$ cat config.mk
export PLATFORM = sky130hd
export DESIGN_NAME = alu_rsp_deserializer_flat
export DESIGN_NICKNAME = d
export VERILOG_FILES = /design/src/rtl/alu_rsp_deserializer_if.sv /design/src/rtl/alu_rsp_deserializer.sv /design/src/flat_wrapper.sv
export SDC_FILE = /design/constraint.sdc
export NUM_CORES = 1
export LEC_CHECK = 0
export CORE_MARGIN = 2
export CORE_UTILIZATION = 30
export DETAILED_ROUTE_END_ITERATION = 7
export PLACE_DENSITY_LB_ADDON = 0.12
export SLEW_MARGIN = 20
export SYNTH_ARGS = -nofsm -noshare
export SYNTH_HDL_FRONTEND = slang
export SYNTH_SLANG_ARGS = --single-unit
$ cat constraint.sdc
create_clock -name clk -period 5.8 [get_ports clk]
set_input_delay 0.87 -clock clk [delete_from_list [all_inputs] [get_ports clk]]
set_output_delay 0.87 -clock clk [all_outputs]
set_load 0.005 [all_outputs]
$ cat src/rtl/alu_rsp_deserializer_if.sv
// Serial response bus between the ALU serial output and the response deserializer.
//   sout          : serial line driven by the ALU, idles high
//   rsp_valid     : one-cycle pulse, decoded response available
//   rsp_is_err    : 0 = result response, 1 = error response
//   rsp_data      : result C, first data frame is the MSB byte
//   rsp_flags     : Carry, Overflow, Zero, Negative from the result control frame
//   rsp_err_flags : error flags from the error control frame
//   rsp_chk_ok    : CRC3 (result) or parity (error) matched
//   proto_err     : one-cycle pulse, framing/sequence violation
interface alu_rsp_deserializer_if;
  logic        sout;
  logic        rsp_valid;
  logic        rsp_is_err;
  logic [31:0] rsp_data;
  logic [3:0]  rsp_flags;
  logic [5:0]  rsp_err_flags;
  logic        rsp_chk_ok;
  logic        proto_err;

  // ALU / stimulus side
  modport master (
    output sout,
    input  rsp_valid, rsp_is_err, rsp_data, rsp_flags, rsp_err_flags, rsp_chk_ok, proto_err
  );

  // Deserializer side
  modport slave (
    input  sout,
    output rsp_valid, rsp_is_err, rsp_data, rsp_flags, rsp_err_flags, rsp_chk_ok, proto_err
  );
endinterface

$ cat src/rtl/alu_rsp_deserializer.sv
// Receives 11-bit frames (start, type, d[7:0], stop) from the ALU serial line and
// decodes them into result responses (4 data + 1 control frame) or error responses
// (1 control frame), checking CRC3/parity and framing.
//   clk   : system clock, one serial bit per rising edge
//   rst_n : asynchronous active-low reset
//   bus   : slave modport of alu_rsp_deserializer_if (sout in, decoded response out)
module alu_rsp_deserializer #(
  parameter int unsigned GAP_TIMEOUT = 64
) (
  input  logic                  clk,
  input  logic                  rst_n,
  alu_rsp_deserializer_if.slave bus
);

  localparam int unsigned GAP_W  = $clog2(GAP_TIMEOUT + 1);
  localparam int unsigned BIT_W  = 4;
  localparam int unsigned NFRM_W = 3;

  localparam logic [BIT_W-1:0]  LAST_BIT  = BIT_W'(8);
  localparam logic [NFRM_W-1:0] NUM_DATA  = NFRM_W'(4);
  localparam logic [GAP_W-1:0]  GAP_LIMIT = GAP_W'(GAP_TIMEOUT - 1);

  localparam logic [1:0] S_IDLE = 2'd0;
  localparam logic [1:0] S_BITS = 2'd1;
  localparam logic [1:0] S_STOP = 2'd2;
  localparam logic [1:0] S_GAP  = 2'd3;

  // CRC3, polynomial x^3+x+1, init 000, MSB first
  function automatic logic [2:0] crc3(input logic [36:0] word);
    logic [2:0] c;
    logic       fb;
    c = 3'b000;
    for (int i = 36; i >= 0; i--) begin
      fb = c[2] ^ word[i];
      c  = {c[1], c[0] ^ fb, fb};
    end
    return c;
  endfunction

  logic [1:0]        r_state,       w_state;
  logic [BIT_W-1:0]  r_bit_cnt,     w_bit_cnt;
  logic [8:0]        r_shift,       w_shift;
  logic [NFRM_W-1:0] r_nfrm,        w_nfrm;
  logic [31:0]       r_data,        w_data;
  logic [GAP_W-1:0]  r_gap_cnt,     w_gap_cnt;
  logic              r_rsp_valid,   w_rsp_valid;
  logic              r_rsp_is_err,  w_rsp_is_err;
  logic [31:0]       r_rsp_data,    w_rsp_data;
  logic [3:0]        r_rsp_flags,   w_rsp_flags;
  logic [5:0]        r_rsp_eflags,  w_rsp_eflags;
  logic              r_rsp_chk_ok,  w_rsp_chk_ok;
  logic              r_proto_err,   w_proto_err;

  // Completed frame fields while in STOP
  logic       w_type;
  logic [7:0] w_byte;
  logic [2:0] w_crc;
  assign w_type = r_shift[8];
  assign w_byte = r_shift[7:0];
  assign w_crc  = crc3({r_data, 1'b0, w_byte[6:3]});

  // State register
  always_ff @(posedge clk or negedge rst_n) begin
    if (!rst_n) begin
      r_state      <= S_IDLE;
      r_bit_cnt    <= '0;
      r_shift      <= '0;
      r_nfrm       <= '0;
      r_data       <= '0;
      r_gap_cnt    <= '0;
      r_rsp_valid  <= 1'b0;
      r_rsp_is_err <= 1'b0;
      r_rsp_data   <= '0;
      r_rsp_flags  <= '0;
      r_rsp_eflags <= '0;
      r_rsp_chk_ok <= 1'b0;
      r_proto_err  <= 1'b0;
    end else begin
      r_state      <= w_state;
      r_bit_cnt    <= w_bit_cnt;
      r_shift      <= w_shift;
      r_nfrm       <= w_nfrm;
      r_data       <= w_data;
      r_gap_cnt    <= w_gap_cnt;
      r_rsp_valid  <= w_rsp_valid;
      r_rsp_is_err <= w_rsp_is_err;
      r_rsp_data   <= w_rsp_data;
      r_rsp_flags  <= w_rsp_flags;
      r_rsp_eflags <= w_rsp_eflags;
      r_rsp_chk_ok <= w_rsp_chk_ok;
      r_proto_err  <= w_proto_err;
    end
  end

  // Next-state and output decode
  always_comb begin
    w_state      = r_state;
    w_bit_cnt    = r_bit_cnt;
    w_shift      = r_shift;
    w_nfrm       = r_nfrm;
    w_data       = r_data;
    w_gap_cnt    = r_gap_cnt;
    w_rsp_valid  = 1'b0;
    w_proto_err  = 1'b0;
    w_rsp_is_err = r_rsp_is_err;
    w_rsp_data   = r_rsp_data;
    w_rsp_flags  = r_rsp_flags;
    w_rsp_eflags = r_rsp_eflags;
    w_rsp_chk_ok = r_rsp_chk_ok;

    case (r_state)
      S_IDLE: begin
        w_nfrm    = '0;
        w_gap_cnt = '0;
        if (!bus.sout) begin
          w_state   = S_BITS;
          w_bit_cnt = '0;
        end
      end

      S_BITS: begin
        w_shift = {r_shift[7:0], bus.sout};
        if (r_bit_cnt == LAST_BIT) w_state = S_STOP;
        else                       w_bit_cnt = r_bit_cnt + BIT_W'(1);
      end

      S_STOP: begin
        w_state = S_IDLE;
        if (!bus.sout) begin
          w_proto_err = 1'b1;
        end else if (!w_type) begin
          if (r_nfrm < NUM_DATA) begin
            w_data    = {r_data[23:0], w_byte};
            w_nfrm    = r_nfrm + NFRM_W'(1);
            w_gap_cnt = '0;
            w_state   = S_GAP;
          end else begin
            w_proto_err = 1'b1;
          end
        end else if (r_nfrm == '0 && w_byte[7]) begin
          w_rsp_valid  = 1'b1;
          w_rsp_is_err = 1'b1;
          w_rsp_eflags = w_byte[6:1];
          w_rsp_chk_ok = ~^w_byte;
        end else if (r_nfrm == NUM_DATA && !w_byte[7]) begin
          w_rsp_valid  = 1'b1;
          w_rsp_is_err = 1'b0;
          w_rsp_data   = r_data;
          w_rsp_flags  = w_byte[6:3];
          w_rsp_chk_ok = (w_byte[2:0] == w_crc);
        end else begin
          w_proto_err = 1'b1;
        end
      end

      S_GAP: begin
        if (!bus.sout) begin
          w_state   = S_BITS;
          w_bit_cnt = '0;
          w_gap_cnt = '0;
        end else if (r_gap_cnt >= GAP_LIMIT) begin
          w_proto_err = 1'b1;
          w_state     = S_IDLE;
        end else begin
          w_gap_cnt = r_gap_cnt + GAP_W'(1);
        end
      end

      default: w_state = S_IDLE;
    endcase
  end

  assign bus.rsp_valid     = r_rsp_valid;
  assign bus.rsp_is_err    = r_rsp_is_err;
  assign bus.rsp_data      = r_rsp_data;
  assign bus.rsp_flags     = r_rsp_flags;
  assign bus.rsp_err_flags = r_rsp_eflags;
  assign bus.rsp_chk_ok    = r_rsp_chk_ok;
  assign bus.proto_err     = r_proto_err;

endmodule
$ cat src/flat_wrapper.sv
// flat-port wrapper written by rule: the top's interface ports become plain ports
module alu_rsp_deserializer_flat 
#(
  parameter int unsigned GAP_TIMEOUT = 64
)
  (clk, rst_n, bus_sout, bus_rsp_valid, bus_rsp_is_err, bus_rsp_data, bus_rsp_flags, bus_rsp_err_flags, bus_rsp_chk_ok, bus_proto_err);
  alu_rsp_deserializer_if bus_i ();
  input  logic clk;
  input  logic rst_n;
  input wire logic [$bits(bus_i.sout)-1:0] bus_sout;
  output wire logic [$bits(bus_i.rsp_valid)-1:0] bus_rsp_valid;
  output wire logic [$bits(bus_i.rsp_is_err)-1:0] bus_rsp_is_err;
  output wire logic [$bits(bus_i.rsp_data)-1:0] bus_rsp_data;
  output wire logic [$bits(bus_i.rsp_flags)-1:0] bus_rsp_flags;
  output wire logic [$bits(bus_i.rsp_err_flags)-1:0] bus_rsp_err_flags;
  output wire logic [$bits(bus_i.rsp_chk_ok)-1:0] bus_rsp_chk_ok;
  output wire logic [$bits(bus_i.proto_err)-1:0] bus_proto_err;
  assign bus_i.sout = bus_sout;
  assign bus_rsp_valid = bus_i.rsp_valid;
  assign bus_rsp_is_err = bus_i.rsp_is_err;
  assign bus_rsp_data = bus_i.rsp_data;
  assign bus_rsp_flags = bus_i.rsp_flags;
  assign bus_rsp_err_flags = bus_i.rsp_err_flags;
  assign bus_rsp_chk_ok = bus_i.rsp_chk_ok;
  assign bus_proto_err = bus_i.proto_err;
  alu_rsp_deserializer #(.GAP_TIMEOUT(GAP_TIMEOUT)) u_core (.clk(clk), .rst_n(rst_n), .bus(bus_i));
endmodule
# Yosys cells after proc, flatten, opt, wreduce, memory -nomap -nowiden
# Cells that the tools add are included.
totals:
  regBits: 103
  latchBits: 0
  mem_bits_rw: 0
  romBits: 0
  input_bits: 3
  output_inout_bits: 46
  elab_cells: 162
  memories: 0
op_classes:
  addsub: 3
  multipliers: 0
  n_div: 0
  magnitude_cmp: 2
  eq_ne: 15
  n_shift: 0
  mux: 38
  n_bitwise: 72
  reduce_logical: 19
ops:
  columns: ["op", "count"]
  rows:
  - ["$xor A1 B1 Y1", 70]
  - ["$mux W7", 5]
  - ["$pmux W7 S3", 1]
  - ["$mux W1", 16]
  - ["$reduce_and A4 Y1", 4]
  - ["$mux W2", 7]
  - ["$ne A2 B2 Y1 const B", 5]
  - ["$reduce_and A5 Y1", 2]
  - ["$mux W3", 3]
  - ["$mux W4", 2]
  - ["$pmux W2 S4", 1]
  - ["$pmux W4 S2", 1]
  - ["$reduce_xnor A8 Y1", 1]
  - ["$add A7 B1 Y7 const B", 1]
  - ["$ge A7 B6 Y1 const B", 1]
  - ["$pmux W3 S2", 1]
  - ["$reduce_and A3 Y1", 2]
  - ["$reduce_bool A2 Y1", 3]
  - ["$add A4 B1 Y4 const B", 1]
  - ["$eq A2 B2 Y1 const B", 2]
  - ["$eq A4 B4 Y1 const B", 1]
  - ["$ne A2 B1 Y1 const B", 2]
  - ["$add A3 B1 Y3 const B", 1]
  - ["$eq A3 B3 Y1", 1]
  - ["other kinds (13)", 15]

# Longest topological paths before layout
# Gate-level depths: netlist of the first run.
logic_depth:
  word_depth: 38
  ltp_mapped: 9
  mapped_depth_nobuf: 9

# Worst setup path after synthesis of the first run
# OpenSTA, ideal clock, no wires.
synth_path:
  kind: "flip-flop to flip-flop"
  startpoint: "reg u_core.r_data[25]"
  endpoint: "reg u_core.r_rsp_chk_ok, in the netlist u_core.bus.rsp_chk_ok"
  setup_time_ns: 0.065
  arrival_time_ns: 2.413
  required_time_ns: 5.735
  path_slack_ns: 3.322
  path_stages_with_launch: 9
  n_path_buf: 0
  period_less_slack_ns: 2.478
  cell_sequence: "dfrtp_1 -> xnor2_1 -> xnor3_2 -> xnor3_2 -> or3_2 -> a21oi_1 -> a311oi_1 -> o31ai_1 -> o211a_1"
synth_via:
  elab_chain_cells: 34
  elab_cells_between_ends: 63
  cone_classes: "eq/ne: 1; mux: 2; bitwise: 60"
synth_lines:
  columns: ["item", "line", "source"]
  rows:
  - ["start, declared", "alu_rsp_deserializer.sv:44", "logic [31:0] r_data, w_data;"]
  - ["start signal, assigned", "alu_rsp_deserializer.sv:83", "r_data <= w_data;"]
  - ["$xor A1 B1 Y1 *", "alu_rsp_deserializer.sv:34", "fb = c[2] ^ word[i];"]
  - ["$xor A1 B1 Y1", "alu_rsp_deserializer.sv:35", "c = {c[1], c[0] ^ fb, fb};"]
  - ["$xor A1 B1 Y1", "alu_rsp_deserializer.sv:34", null]
  - ["$xor A1 B1 Y1", "alu_rsp_deserializer.sv:35", null]
  - ["$xor A1 B1 Y1", "alu_rsp_deserializer.sv:34", null]
  - ["$xor A1 B1 Y1", "alu_rsp_deserializer.sv:35", null]
  - ["$xor A1 B1 Y1", "alu_rsp_deserializer.sv:34", null]
  - ["$xor A1 B1 Y1", "alu_rsp_deserializer.sv:35", null]
  - ["(+17 left out)", null, null]
  - ["$xor A1 B1 Y1 (2 in a row)", "alu_rsp_deserializer.sv:35", null]
  - ["$xor A1 B1 Y1", "alu_rsp_deserializer.sv:34", null]
  - ["$xor A1 B1 Y1", "alu_rsp_deserializer.sv:35", null]
  - ["$xor A1 B1 Y1", "alu_rsp_deserializer.sv:34", null]
  - ["$xor A1 B1 Y1", "alu_rsp_deserializer.sv:35", null]
  - ["$eq A3 B3 Y1 *", "alu_rsp_deserializer.sv:150", "w_rsp_chk_ok = (w_byte[2:0] == w_crc);"]
  - ["$mux W1 *", "alu_rsp_deserializer.sv:145", "end else if (r_nfrm == NUM_DATA && !w_byte[7]) begin"]
  - ["$mux W1 *", "alu_rsp_deserializer.sv:140", "end else if (r_nfrm == '0 && w_byte[7]) begin"]
  - ["end signal, assigned", "alu_rsp_deserializer.sv:90", "r_rsp_chk_ok <= w_rsp_chk_ok;"]
  - ["end, declared", "alu_rsp_deserializer.sv:51", "logic r_rsp_chk_ok, w_rsp_chk_ok;"]
# Mark *: on every way between the ends. The rest lies on a longest branch, timed or not. The select of a mux whose other input is x is not followed.
# A chain may end at the register's enable or synchronous reset.

# Final worst setup path of the first run
# Same ends and word-level chain as after synthesis.

==> impl_metrics.toml, run 1 <==
[status]
status = "complete, no violations"

[setup_path]
slowest_delay_ps = 490
cp.required_ps = 6090
crit_path_end_kind = "flop"
crit_family = "XOR/XNOR gates"
critPathMaxFanout = 3
cp_num_buf_inv = 0
slowest_stage = "xnor3_2"
cp_common_cell = "xnor3_2"
cp_cell_sequence = "xnor2_1 > xnor3_2 > xnor3_2 > or3_2 > a21oi_1 > a311oi_1 > o31ai_1 > o211a_1"
path_class = "flop to flop"
crit_path_start_kind = "flop"
arrival_ps = 3000

[timing]
maxSlewViolCount = 0
finalSetupViolCount = 0
slew_headroom_pct = 41.5
hold_viol_final = 0
fin_skew_ps = 6.66
rsz0062_at_grt = "false"
period_minus_slack_ps = 2710
fin_ws_ps = 3090
clock.fmax_mhz = 369
fin_crit_sh_pct = 46.7
tightest_slew_ps = 878
setup-tns-final_ps = 0

[global_routing]
track_usage_pct = 13.0
grt_util_met3_pct = 3.94
grt_first_pass_wirelength_mm = 17.7
grt_pass1_vias = 3236
grt_most_used_layer = "met2"
met1_usage_pct = 17.5
use_met2_pct = 20.3
gr-total-overflow = 0
antenna_found_initial = 0
grt_max_degree = 68

[power_and_ir_drop]
p_per_area_mw_per_mm2 = 680
ir_drop_uv = 647
p_leak_nw = 2.83

[routing]
ant_nets = 0
drtIter0Drc = 166
remaining_drc_errors = 0
wirelength_mm = 10.5
num_vias = 3183
routedWlPerCell_um = 15.0
detail_route.first_pass.iterations = 4
viasPerCell = 4.55

[logic_synthesis]
ys_seq_area_share_pct = 52.9
syn_nets = 445
async_flop_share_pct = 100
synth_edf_count = 0
post-synth-top-area-cell = "dfrtp_1"
synth_cells = 432
yosysWarnings = 0
syn_area_sq_mm = 0.00487
synthFlopType = "dfrtp_1"
synth_area_leaders = "dfrtp_1 (53%), mux2_2 (12%), nand2_1 (8.5%)"
synth-seq-cells = 103
ys_types = 45
synth_top_cell_area_share_pct = 52.9
avgSynthCellArea_sq_um = 11.3

[min_path]
hp-class = "flop to flop"

[clocking]
cts.sinks = 103
cts_setup_buffers = 0
htreeDepth = 3
clock_latency_ps = 350
cts_buffer_depth = 2
cts_hold_buf = 0
cts_buffers = 9
post_cts_resized = 0
cts_tree = "yes"
clk_transition_reported_paths_ps = 70
cts_root_buf = "clkbuf_16"

[floorplan]
coreArea_sq_mm = 0.0159
io_pins = 49
die_h_um = 131
start_util_pct = 30.7
dieArea_sq_mm = 0.0173
die_w_um = 131
row_count = 46

[job]
drv_cap = 0

[placed_design]
place_area_sq_mm = 0.00560
place_congestion = 0.737
numPortBuffers = 48
place_hpwl_mm = 7.03
place_ws_ps = 2710

[finish]
drive_above_1_share_pct = 18.2
diodes = 0
final_area_sq_mm = 0.00590
final_nets = 492
synthToLayoutAreaGrowth_pct = 21.0
## layout make-up
type | instances | area, sq um
fillers | 1581 | 9990
flip-flops and latches | 103 | 2580
multi-input cells | 300 | 2200
repair buffers | 52 | 508
well taps | 216 | 270
clock buffers | 11 | 253
inverters | 13 | 48.8
clock inverters | 4 | 45.0
## where the power goes
group | internal, mW | leakage [nW] | switching [mW]
logic | 1.20 | 1.29 | 1.05
registers | 0.892 | 1.38 | 0.247
clock network | 0.354 | 0.151 | 0.266
total | 2.45 | 2.83 | 1.56
## routing by layer
layer / share of wire [%] / vias to the layer above / wire (um)
met5: 0 / - / 0
met3: 3.6 / 13 / 380
met4: 1.2 / 0 / 122
met1: 49 / 1560 / 5180
li1: - / 1551 / -
met2: 46 / 59 / 4830
## through the flow
stage | utilization, % | std cells | hold WS (ps) | power, mW
floorplan | - | 432 | 450 | 2.97
global placement | 35.3 | 684 | 475 | 3.42
detailed placement | 35.3 | 684 | 474 | 3.41
CTS | 37.1 | 699 | 495 | 4.06
global route | 37.1 | 699 | 509 | 4.35
finish | 37.1 | 699 | 494 | 4.01
## registers in the layout, summed over array words and instances (netlist names), 2 cells and up
signal	flops
u_core.r_shift	9
u_core.bus.rsp_flags	4
u_core.r_data	32
u_core.bus.rsp_err_flags	6
u_core.r_nfrm	3
u_core.bus.rsp_data	32
u_core.r_gap_cnt	7
u_core.r_state	2
u_core.r_bit_cnt	4
## layout by cell type (no fill, tap or decap), drive strengths merged, types with 2 or more instances in the layout
master	Yosys	routed
nand2	110	110
dfrtp	103	103
mux2	54	54
clkdlybuf4s50	0	47
xnor2	23	23
nor2	14	14
inv	13	13
a21oi	13	13
o21ai	12	12
clkbuf	14	11
nand3	10	10
ha	10	10
xnor3	9	9
a31oi	5	5
xor2	5	5
buf	2	5
and3	3	3
nand4	3	3
a22o	3	3
clkinv	0	3
and4	2	2
nor3	2	2
a21o	2	2
mux2i	2	2
and2	2	2
## cells by family (layout without fill, tap and decap cells)
logic type | after synthesis | after routing | synth area share [%]
DFF | 103 | 103 | 52.9
muxes | 56 | 56 | 12.9
and+or+nand+nor | 150 | 150 | 12.8
buffers and inverters | 29 | 80 | 2.23
AOI/OAI and AO/OA | 46 | 46 | 5.98
adders and majority gates | 10 | 10 | 2.57
xor gates and xnor gates | 38 | 38 | 10.7
## worst register-to-register path, cell delays in order, from the launching register on
cell      delay [ps]
dfrtp_1          410
xnor2_1          260
xnor3_2          490
xnor3_2          440
or3_2            420
a21oi_1          220
a311oi_1         130
o31ai_1          110
o211a_1          170
## worst paths after layout
kind / from / end / slack (ps) / depth (start not counted)
setup / recovery: u_core.r_data[25]$_DFFE_PN0P_ / u_core.bus.rsp_chk_ok$_DFFE_PN0P_ / 3090 / 8
setup reg to reg: u_core.r_data[25]$_DFFE_PN0P_ / u_core.bus.rsp_chk_ok$_DFFE_PN0P_ / 3090 / 8
min in group asynchronous: rst_n / u_core.bus.rsp_data[21]$_DFFE_PN0P_ / 630 / 1
max in group asynchronous: rst_n / u_core.r_data[6]$_DFFE_PN0P_ / 4140 / 2
hold reg to reg: u_core.r_gap_cnt[4]$_DFFE_PN0P_ / u_core.r_gap_cnt[4]$_DFFE_PN0P_ / 490 / 1
hold / removal: u_core.r_gap_cnt[4]$_DFFE_PN0P_ / u_core.r_gap_cnt[4]$_DFFE_PN0P_ / 490 / 1
## cells in the mapped netlist, drive strengths merged, types with 2 or more instances
| master | count |
|---|---|
| and3 | 3 |
| a21o | 2 |
| and4 | 2 |
| ha | 10 |
| nand4 | 3 |
| nand2 | 110 |
| a31oi | 5 |
| a22o | 3 |
| xor2 | 5 |
| mux2 | 54 |
| dfrtp | 103 |
| nor2 | 14 |
| clkbuf | 14 |
| nand3 | 10 |
| a21oi | 13 |
| and2 | 2 |
| mux2i | 2 |
| inv | 13 |
| xnor2 | 23 |
| buf | 2 |
| nor3 | 2 |
| o21ai | 12 |
| xnor3 | 9 |
(Power assumes the default switching activity.)
==> inputs of run 2 (changes only) <==
- clock period: 5.8 -> 2.6 ns (I/O delays scaled with it)
==> run 2 against run 1 <==
Count of clock-buffer cells in the layout fell by 1. Via count grew 2.8%. Core utilization increased by 1.4 points. Largest cell class unchanged.
==> impl_metrics.toml, run 2 (same netlist as run 1, synthesis figures left out) <==
[routing]
ant_nets = 0
remaining_drc_errors = 0
wirelength_mm = 10.9
viasPerCell = 4.58
num_vias = 3272
drtIter0Drc = 134
routedWlPerCell_um = 15.2
detail_route.first_pass.iterations = 4

[global_routing]
grt_pass1_vias = 3419
antenna_found_initial = 0
grt_first_pass_wirelength_mm = 18.5
grt_max_degree = 63
track_usage_pct = 13.6
gr-total-overflow = 0

[timing]
setup-tns-final_ps = 0
maxSlewViolCount = 0
rsz0062_at_grt = "true"
finalSetupViolCount = 0
fin_skew_ps = 3.29
hold_viol_final = 0
clock.fmax_mhz = 390
slew_headroom_pct = 61.2
tightest_slew_ps = 579
fin_ws_ps = 33.0
fin_crit_sh_pct = 98.7
period_minus_slack_ps = 2570

[clocking]
cts.sinks = 103
cts_tree = "yes"
cts_root_buf = "clkbuf_16"
htreeDepth = 3
cts_buffer_depth = 2
clk_transition_reported_paths_ps = 70
cts_buffers = 9
clock_latency_ps = 350

[placed_design]
place_hpwl_mm = 7.63
place_ws_ps = 9.69
place_area_sq_mm = 0.00572
place_congestion = 0.747
numPortBuffers = 48

[job]
drv_cap = 0

[setup_path]
reg2reg_to = "u_core.bus.rsp_chk_ok$_DFFE_PN0P_"
r2r_setup_slack_ps = 30
cp_cell_sequence = "xnor3_1 > xnor2_4 > xor3_4 > and2_2 > mux2i_1 > mux2_2 > o31ai_1 > o211a_1"
crit_path_start_kind = "flop"
slowest_delay_ps = 580
path_class = "flop to flop"
crit_path_end_kind = "flop"
cp.required_ps = 2840
reg2reg_from = "u_core.r_data[30]$_DFFE_PN0P_"
r2r_cells = 8
critPathMaxFanout = 6
arrival_ps = 2810
slowest_stage = "xor3_4"

[finish]
final_area_sq_mm = 0.00612
utilization_pct = 38.5
mostFrequentLayoutCell = "nand2_1"
diodes = 0
most-common-layout-cells = "nand2_1 (110), dfrtp_1 (103), mux2_2 (54)"
final_nets = 507
drive_above_1_share_pct = 21.6
synthToLayoutAreaGrowth_pct = 25.5

[floorplan]
die_h_um = 131
dieArea_sq_mm = 0.0173
io_pins = 49
start_util_pct = 30.7
row_count = 46
die_w_um = 131
coreArea_sq_mm = 0.0159

[power_and_ir_drop]
ir_drop_uv = 1540
p_leak_nw = 2.93
p_per_area_mw_per_mm2 = 1600

[min_path]
hp-class = "input pin to asynchronous set/reset pin"

[status]
status = "complete, no violations"
-- run 2: cell count changes in the layout (fill, tap and decap cells not counted), sizes merged --
cell,before,now
dlygate4sd3,0,1
bufinv,1,3
clkbuf,11,10
clkinvlp,0,1
clkinv,3,2
buf,5,19
-- run 2: worst max-delay path by stage --
stage,from,to
after detailed placement,u_core.r_data[11]$_DFFE_PN0P_,u_core.bus.rsp_chk_ok$_DFFE_PN0P_
after CTS,u_core.r_data[17]$_DFFE_PN0P_,u_core.bus.rsp_chk_ok$_DFFE_PN0P_
after global placement,u_core.r_data[25]$_DFFE_PN0P_,u_core.bus.rsp_chk_ok$_DFFE_PN0P_
after floorplan,u_core.r_data[25]$_DFFE_PN0P_,u_core.bus.rsp_chk_ok$_DFFE_PN0P_
after global routing,u_core.r_data[15]$_DFFE_PN0P_,u_core.bus.rsp_chk_ok$_DFFE_PN0P_
final,u_core.r_data[30]$_DFFE_PN0P_,u_core.bus.rsp_chk_ok$_DFFE_PN0P_
-- run 2: area by class of cell --
cell class                 count  area [sq um]
clock buffer                  10           239
clock inverter                 6           108
fill                        1561          9770
inverter                      13          48.8
multi-input combinational    300          2240
sequential                   103          2580
tap                          216           270
timing repair buffer          67           636
-- run 2: worst max-delay path: cells and delay by family, from the launching register on --
family           cells  cell delay [ps]
AO/OA/AOI/OAI        2              280
XOR/XNOR             3             1250
flip-flops           1              380
multiplexers         2              340
AND/OR/NAND/NOR      1              220
-- run 2: per-stage QoR --
step | cells | hold WS [ps] | power [mW]
2_1_floorplan | 432 | 94.4 | 6.63
3_3_place_gp | 698 | 302 | 7.72
3_5_place_dp | 698 | 312 | 7.84
4_1_cts | 715 | 486 | 9.81
5_1_grt | 715 | 500 | 10.5
6_report | 715 | 485 | 9.79
-- run 2: layer usage --
layer / vias up / GRT usage (%) / share of wire [%]
li1: 1591 / - / -
met1: 1621 / 18.0 / 48
met2: 52 / 21.8 / 48
met3: 8 / 4.40 / 3.9
met4: 0 / 2.72 / 0.92
met5: - / 0 / 0
-- run 2: power by group --
group	internal [mW]	switching, mW	total (mW)
combinational	3.05	2.69	5.74
sequential	1.99	0.495	2.49
clock	0.964	0.594	1.56
-- run 2: repair_timing --
action | CTS | global route
setup buffers | 0 | 0
pin swaps | 2 | 2
hold endpoints to repair | 19 | 0
setup endpoints to repair | 1 | 1
gates cloned | 0 | 0
hold buffers | 1 | 0
gates resized for setup | 5 | 2
